**src/rtl/spi_reg_pkg.sv**
```systemverilog
// Shared constants and FSM state type for the SPI PWM register bank.
package spi_reg_pkg;

    localparam int unsigned FRAME_BITS = 16;
    localparam int unsigned NUM_REGS   = 5;

    localparam logic [6:0] ADDR_EN_OUT_LO = 7'd0;
    localparam logic [6:0] ADDR_EN_OUT_HI = 7'd1;
    localparam logic [6:0] ADDR_EN_PWM_LO = 7'd2;
    localparam logic [6:0] ADDR_EN_PWM_HI = 7'd3;
    localparam logic [6:0] ADDR_DUTY      = 7'd4;

    typedef enum logic [1:0] {
        WAIT_IDLE,
        IDLE,
        SHIFT,
        COMMIT
    } state_t;

endpackage

```
**src/rtl/sync_edge_det.sv**
```systemverilog
// Pad synchronizer followed by a history flop for single-cycle rise/fall detection.
module sync_edge_det #(
    parameter int unsigned SYNC_STAGES = 2
) (
    input  logic clk,
    input  logic rst,
    input  logic d,
    output logic q,
    output logic rise,
    output logic fall
);

    logic [SYNC_STAGES-1:0] sync_r;
    logic                   hist_r;

    always_ff @(posedge clk) begin
        if (rst) begin
            sync_r <= '0;
            hist_r <= 1'b0;
        end else begin
            sync_r <= {sync_r[SYNC_STAGES-2:0], d};
            hist_r <= sync_r[SYNC_STAGES-1];
        end
    end

    assign q    = sync_r[SYNC_STAGES-1];
    assign rise = q & ~hist_r;
    assign fall = ~q & hist_r;

endmodule

```
**src/rtl/spi_reg_bank.sv**
```systemverilog
// SPI mode-0 slave owning the PWM configuration registers.
// Optional SPI_READBACK_EN adds a cipo output that returns register contents on read frames.
module spi_reg_bank
    import spi_reg_pkg::*;
#(
    parameter int unsigned SYNC_STAGES = 2,
    parameter logic [6:0]  MAX_ADDR    = 7'd4
) (
`ifdef SPI_READBACK_EN
    output logic       cipo,
`endif
    input  logic       clk,
    input  logic       rst,
    input  logic       sclk,
    input  logic       copi,
    input  logic       ncs,
    output logic [7:0] en_reg_out_7_0,
    output logic [7:0] en_reg_out_15_8,
    output logic [7:0] en_reg_pwm_7_0,
    output logic [7:0] en_reg_pwm_15_8,
    output logic [7:0] pwm_duty_cycle,
    output logic       wr_strobe,
    output logic [6:0] wr_addr,
    output logic       frame_err
);

    logic sclk_rise, sclk_fall, unused_sclk_q;
    logic copi_q, unused_copi_rise, unused_copi_fall;
    logic ncs_q, ncs_rise, ncs_fall;

    sync_edge_det #(.SYNC_STAGES(SYNC_STAGES)) u_sync_sclk (
        .clk (clk), .rst (rst), .d (sclk),
        .q (unused_sclk_q), .rise (sclk_rise), .fall (sclk_fall)
    );

    sync_edge_det #(.SYNC_STAGES(SYNC_STAGES)) u_sync_copi (
        .clk (clk), .rst (rst), .d (copi),
        .q (copi_q), .rise (unused_copi_rise), .fall (unused_copi_fall)
    );

    sync_edge_det #(.SYNC_STAGES(SYNC_STAGES)) u_sync_ncs (
        .clk (clk), .rst (rst), .d (ncs),
        .q (ncs_q), .rise (ncs_rise), .fall (ncs_fall)
    );

    state_t      state, state_next;
    logic [4:0]  bit_cnt;
    logic [15:0] shift_reg;
    logic        start, do_shift, do_commit, do_err;
    logic        frame_full, frame_ok, frame_read;

    assign frame_full = (bit_cnt == 5'(FRAME_BITS));
    assign frame_ok   = frame_full && shift_reg[15] && (shift_reg[14:8] <= MAX_ADDR);
    assign frame_read = frame_full && !shift_reg[15];

    always_ff @(posedge clk) begin
        if (rst) state <= WAIT_IDLE;
        else     state <= state_next;
    end

    // The write is decided on the ncs-rise cycle itself; COMMIT is only a dwell
    // cycle that keeps a fresh ncs fall from being seen right after a frame.
    always_comb begin
        state_next = state;
        start      = 1'b0;
        do_shift   = 1'b0;
        do_commit  = 1'b0;
        do_err     = 1'b0;
        case (state)
            WAIT_IDLE: if (ncs_q) state_next = IDLE;
            IDLE: begin
                if (ncs_fall) begin
                    state_next = SHIFT;
                    start      = 1'b1;
                end
            end
            SHIFT: begin
                if (ncs_rise) begin
                    state_next = COMMIT;
                    do_commit  = frame_ok;
                    do_err     = !frame_ok && !frame_read;
                end else if (sclk_rise) begin
                    do_shift = 1'b1;
                end
            end
            COMMIT:  state_next = IDLE;
            default: state_next = WAIT_IDLE;
        endcase
    end

    always_ff @(posedge clk) begin
        if (rst) begin
            bit_cnt         <= '0;
            shift_reg       <= '0;
            en_reg_out_7_0  <= '0;
            en_reg_out_15_8 <= '0;
            en_reg_pwm_7_0  <= '0;
            en_reg_pwm_15_8 <= '0;
            pwm_duty_cycle  <= '0;
            wr_addr         <= '0;
            wr_strobe       <= 1'b0;
            frame_err       <= 1'b0;
        end else begin
            wr_strobe <= do_commit;
            frame_err <= do_err;
            if (start) begin
                bit_cnt   <= '0;
                shift_reg <= '0;
            end else if (do_shift) begin
                shift_reg <= {shift_reg[14:0], copi_q};
                if (bit_cnt != 5'(FRAME_BITS + 1)) bit_cnt <= bit_cnt + 5'd1;
            end
            if (do_commit) begin
                wr_addr <= shift_reg[14:8];
                case (shift_reg[14:8])
                    ADDR_EN_OUT_LO: en_reg_out_7_0  <= shift_reg[7:0];
                    ADDR_EN_OUT_HI: en_reg_out_15_8 <= shift_reg[7:0];
                    ADDR_EN_PWM_LO: en_reg_pwm_7_0  <= shift_reg[7:0];
                    ADDR_EN_PWM_HI: en_reg_pwm_15_8 <= shift_reg[7:0];
                    ADDR_DUTY:      pwm_duty_cycle  <= shift_reg[7:0];
                    default: ;
                endcase
            end
        end
    end

`ifdef SPI_READBACK_EN
    logic       rd_ok;
    logic [6:0] rd_addr;
    logic [7:0] rd_byte;
    logic [15:0] hdr_next;

    assign hdr_next = {shift_reg[14:0], copi_q};

    always_comb begin
        rd_byte = '0;
        case (rd_addr)
            ADDR_EN_OUT_LO: rd_byte = en_reg_out_7_0;
            ADDR_EN_OUT_HI: rd_byte = en_reg_out_15_8;
            ADDR_EN_PWM_LO: rd_byte = en_reg_pwm_7_0;
            ADDR_EN_PWM_HI: rd_byte = en_reg_pwm_15_8;
            ADDR_DUTY:      rd_byte = pwm_duty_cycle;
            default:        rd_byte = '0;
        endcase
    end

    // Header is latched on the 8th shift so cipo can start on the following SCLK fall.
    always_ff @(posedge clk) begin
        if (rst) begin
            rd_ok   <= 1'b0;
            rd_addr <= '0;
            cipo    <= 1'b0;
        end else begin
            if (start) begin
                rd_ok <= 1'b0;
            end else if (do_shift && bit_cnt == 5'd7) begin
                rd_ok   <= !hdr_next[7] && (hdr_next[6:0] <= MAX_ADDR)
                           && (hdr_next[6:0] < 7'(NUM_REGS));
                rd_addr <= hdr_next[6:0];
            end
            if (state != SHIFT) begin
                cipo <= 1'b0;
            end else if (sclk_fall) begin
                if (rd_ok && bit_cnt >= 5'd8 && bit_cnt <= 5'd15)
                    cipo <= rd_byte[3'(5'd15 - bit_cnt)];
                else
                    cipo <= 1'b0;
            end
        end
    end
`endif

endmodule

```
**config.mk**
```make
export PLATFORM = sky130hd
export DESIGN_NAME = spi_reg_bank
export DESIGN_NICKNAME = d
export VERILOG_FILES = /design/src/rtl/spi_reg_pkg.sv /design/src/rtl/sync_edge_det.sv /design/src/rtl/spi_reg_bank.sv
export SDC_FILE = /design/constraint.sdc
export NUM_CORES = 1
export LEC_CHECK = 0
export BUFFER_PORTS_ARGS = -buffer_cell sky130_fd_sc_hd__buf_2
export CAP_MARGIN = 20
export CORE_ASPECT_RATIO = 0.8
export CORE_MARGIN = 2
export CORE_UTILIZATION = 45
export CTS_CLUSTER_SIZE = 24
export DETAILED_ROUTE_END_ITERATION = 10
export PLACE_DENSITY = 0.75
export SETUP_SLACK_MARGIN = 0.2
export SLEW_MARGIN = 20
export SYNTH_ARGS = -nofsm -noshare
export SYNTH_HDL_FRONTEND = slang
export SYNTH_SLANG_ARGS = --single-unit
```
**constraint.sdc**
```tcl
create_clock -name clk -period 2.3 [get_ports clk]
set_input_delay 0.23 -clock clk [delete_from_list [all_inputs] [get_ports clk]]
set_output_delay 0.23 -clock clk [all_outputs]
set_load 0.01 [all_outputs]
```
==> results_tabular.tex <==
\begin{tabular}{lr}
\hline
Metric & Value \\
\hline
\multicolumn{2}{l}{\textbf{Yosys}} \\
\quad Proportion of synthesized chip area in sequential cells & 0.502 \\
\quad Mean Syn Cell Area & 10.1 um2 \\
\quad Synth Area in Compound Gates & 0.0364 \\
\quad Instance count of the mapped netlist & 316 \\
\quad Leading area contributor after synthesis & sky130\_fd\_sc\_hd\_\_dfxtp\_1 \\
\quad Fraction of the mapped netlist area in adder cells & 0.0274 \\
\quad Post-synthesis simple-gate area fraction & 0.255 \\
\quad Post-synthesis mux area share & 0.141 \\
\quad Cells taking the most area after synthesis & sky130\_fd\_sc\_hd\_\_dfxtp\_1 (50\%), sky130\_fd\_sc\_hd\_\_mux2i\_1 (14\%), sky130\_fd\_sc\_hd\_\_nand2b\_1 (11\%) \\
\quad Number of register bits inferred by synthesis & 80 \\
\quad Xor-xnor portion of the synthesized cell area & 0.0110 \\
\quad Count of yosys warnings during synthesis & 0 \\
\quad Area fraction of the dominant cell type after synthesis & 0.502 \\
\quad Main combinational cell family by area after synthesis & simple AND/OR/NAND/NOR gates \\
\quad Cell area after synthesis & 3190 um2 \\
\quad Syn Nets & between 300 and 400 \\
\quad Netlist cell types & 34 \\
\multicolumn{2}{l}{\textbf{Place}} \\
\quad HPWL after DPL & 4330 um \\
\quad Routability-driven placement congestion ratio & 0.758 \\
\quad Number of port buffers & 53 \\
\multicolumn{2}{l}{\textbf{Pwr}} \\
\quad Static Leakage & 1.66 nW \\
\quad P per Cell Area & 663 nW/um2 \\
\quad Power, Total & 2.48 mW \\
\quad Worst supply voltage drop on vdd & approximately 0.00027 V \\
\multicolumn{2}{l}{\textbf{Final layout}} \\
\quad Total area of sequential cells & 1600 um2 \\
\quad Net count, final & 383 \\
\quad Multi-input combinational cell area & 1520 um2 \\
\quad Filler instances & approximately 640 \\
\quad Number of flip-flops in the largest register & 16 \\
\quad Area delta synth->final & 17.3\% \\
\quad Fraction of final layout cells sized beyond drive strength 1 & 0.242 \\
\quad Antenna Cells & 0 \\
\quad Final standard cell utilization of the core & 0.543 \\
\multicolumn{2}{l}{\textbf{Die}} \\
\quad Cell Rows & 27 \\
\quad Vertical die dimension & 79.3 um \\
\quad Area of the die & 7790 um2 \\
\quad Top-level port count & 54 \\
\quad Initial Utilization & 0.463 \\
\quad Area of the core & 6890 um2 \\
\quad Die X-Extent & a little under 100 um \\
\multicolumn{2}{l}{\textbf{Critical path}} \\
\quad Worst-path cell chain & inv\_2 > ha\_4 > or4bb\_4 > nor4\_4 > nand3\_2 > mux2i\_1 \\
\quad Data required time at the worst endpoint & 2530 ps \\
\quad Critical path type & register to register \\
\quad Worst path max stage delay & approximately 530 ps \\
\quad CP Capture Type & register \\
\quad Max Fanout on Critical Path & 8 \\
\quad Critical path data arrival time & 2180 ps \\
\quad Element type at the critical path start & register \\
\quad Crit path max-delay cell type & sky130\_fd\_sc\_hd\_\_or4bb\_4 \\
\multicolumn{2}{l}{\textbf{Timing}} \\
\quad RSZ-0062 raised after global routing & false \\
\quad Final count of pins violating max slew & 0 \\
\quad Final Critical Period & 1950 ps \\
\quad Highest clock rate & 0.512 GHz \\
\quad Endpoints failing hold & 0 \\
\quad Setup Total Neg Slack & 0 ps \\
\quad Clock skew & 7.39 ps \\
\quad Post-route clock period utilization & 0.849 \\
\quad Worst slew pin tran & 483 ps \\
\quad Number of setup violations in the final report & 0 \\
\quad Max\_slew headroom & 0.678 \\
\multicolumn{2}{l}{\textbf{Outcome}} \\
\quad Status & finished, final reports clean \\
\multicolumn{2}{l}{\textbf{Drt}} \\
\quad Number of iterations in the first detailed-routing pass & 4 \\
\quad Post-route antenna net violation count & 0 \\
\quad Via density per instance & 4.93 \\
\quad Final routed wirelength across all metal layers & 6430 um \\
\quad Per-cell routed wire length & roughly 14 um \\
\quad Iteration-0 DRC Markers & 113 \\
\quad Overall via count from detail\_route & 2282 \\
\quad Post-route DRC & 0 \\
\multicolumn{2}{l}{\textbf{Global route}} \\
\quad Total routing usage reported by global routing & 0.179 \\
\quad Antenna violations before repair & 0 \\
\quad Wire length of the first global-routing pass & between 10000 and 15000 um \\
\quad Maximum number of pins on one net before global-route repair & 41 \\
\quad Global-route congestion overflow total & 0 \\
\quad Via count of the first global-routing pass & 2118 \\
\multicolumn{2}{l}{\textbf{Clock tree}} \\
\quad Clock tree from TritonCTS & done \\
\quad Level count of the clock H-tree & 3 \\
\quad Number of buffers inserted for hold repair after clock tree synthesis & 0 \\
\quad Number of sinks handled by clock tree synthesis & 80 \\
\quad Root buf cell & sky130\_fd\_sc\_hd\_\_clkbuf\_8 \\
\quad Cts bufs inserted & 9 \\
\quad Latest clock arrival within the worst-skew pair & about 360 ps \\
\quad Number of buffers between clock root and the deepest sink & 2 \\
\quad Reg clk slew, reported paths & $\sim$80 ps \\
\multicolumn{2}{l}{\textbf{Run}} \\
\quad \# Max-Cap Violations & 0 \\
\multicolumn{2}{l}{\textbf{Hold path}} \\
\quad Worst hold path class & primary input to register \\
\hline
\end{tabular}
==> per-layer routing <==
layer  global-route usage  part of all wire
met3               0.0555             0.052
met1                0.239              0.48
met2                0.261              0.44
met5                    0                 0
met4               0.0890             0.019
==> kinds of logic after synthesis <==
family | Yosys count
adders and majority gates | 7
buffers and inverters | 21
and+or+nand+nor | 137
AOI/OAI and AO/OA | 22
xor gates and xnor gates | 4
muxes | 45
DFF | 80
==> power by group <==
group	switching, mW	internal (mW)	total, mW
registers	0.0137	1.40	1.42
logic	0.0899	0.0893	0.179
clock network	0.500	0.386	0.886
total	0.603	1.88	2.48
==> cells in the mapped netlist <==
master and number:
sky130_fd_sc_hd__a21o_1 1, sky130_fd_sc_hd__a21oi_1 18, sky130_fd_sc_hd__a2bb2oi_1 1, sky130_fd_sc_hd__and2_1 1, sky130_fd_sc_hd__and3b_1 1, sky130_fd_sc_hd__buf_2 2
sky130_fd_sc_hd__buf_4 1, sky130_fd_sc_hd__clkbuf_1 14, sky130_fd_sc_hd__dfxtp_1 80, sky130_fd_sc_hd__ha_1 7, sky130_fd_sc_hd__inv_1 4, sky130_fd_sc_hd__mux2_2 1
sky130_fd_sc_hd__mux2i_1 44, sky130_fd_sc_hd__nand2_1 35, sky130_fd_sc_hd__nand2_2 1, sky130_fd_sc_hd__nand2b_1 55, sky130_fd_sc_hd__nand3_2 2, sky130_fd_sc_hd__nand3b_1 3
sky130_fd_sc_hd__nand4b_1 1, sky130_fd_sc_hd__nand4bb_1 1, sky130_fd_sc_hd__nor2_1 10, sky130_fd_sc_hd__nor2b_1 11, sky130_fd_sc_hd__nor3_1 2, sky130_fd_sc_hd__nor3b_1 4
sky130_fd_sc_hd__nor4_2 1, sky130_fd_sc_hd__nor4_4 1, sky130_fd_sc_hd__nor4b_1 3, sky130_fd_sc_hd__nor4bb_1 1, sky130_fd_sc_hd__o21ai_0 2, sky130_fd_sc_hd__or2_2 1
sky130_fd_sc_hd__or3b_2 1, sky130_fd_sc_hd__or4b_4 1, sky130_fd_sc_hd__or4bb_1 1, sky130_fd_sc_hd__xnor2_1 4
==> critical path, delay by kind of cell (launching register included) <==
family | cells | cell delay (ps)
flip-flops | 1 | 330
multiplexers | 1 | 200
buffers and inverters | 1 | 70
AND/OR/NAND/NOR | 3 | 1100
adder cells (fa/ha/maj) | 1 | 130
==> repair_timing <==
action | 4_1_cts | 5_1_grt
pin swaps | 3 | 1
buffers inserted | 3 | 0
gates resized for setup | 7 | 1
endpoints found under the setup margin | 16 | 26
==> cells in the final DEF (no fill, tap or decap), drive strengths merged, types with 3 or more instances in the layout <==
| master | count |
|---|---|
| nor4b | 3 |
| nand2 | 36 |
| inv | 4 |
| dfxtp | 80 |
| clkbuf | 10 |
| xnor2 | 4 |
| buf | 61 |
| mux2i | 44 |
| ha | 7 |
| nor3b | 4 |
| nand2b | 55 |
| nor2 | 10 |
| nand3b | 3 |
| clkinv | 5 |
| nor2b | 11 |
| a21oi | 18 |
==> area by class of cell <==
| cell class | count | area share |
|---|---|---|
| inverter | 4 | 0.00401 |
| clock buffer | 10 | 0.0341 |
| timing repair buffer | 61 | 0.0879 |
| clock inverter | 6 | 0.00969 |
| tap | 87 | 0.0291 |
| sequential | 80 | 0.428 |
| multi-input combinational | 215 | 0.407 |
==> stage by stage <==
step                hold WS (ps)  area [um2]  cells  setup WS [ps]
finish                      80.8        3740    463            347
CTS                         69.7        3740    463            232
global route                81.8        3740    463            233
floorplan                    358        3190    316            339
global placement             430        3530    444            257
detailed placement           430        3530    444            166
==> path summary, 6_finish.rpt <==
| kind | from | to | slack (ps) | depth (start not counted) |
|---|---|---|---|---|
| hold / removal | sclk | u_sync_sclk.sync_r[0]$_SDFF_PP0_ | 80 | 2 |
| hold reg to reg | u_sync_copi.sync_r[0]$_SDFF_PP0_ | u_sync_copi.sync_r[1]$_SDFF_PP0_ | 450 | 1 |
| setup reg to reg | state[0]$_SDFFE_PP0P_ | en_reg_pwm_15_8[5]$_SDFFE_PP0P_ | 350 | 6 |
| setup / recovery | state[0]$_SDFFE_PP0P_ | en_reg_pwm_15_8[5]$_SDFFE_PP0P_ | 350 | 6 |
Power figures use the tool's default switching activity.
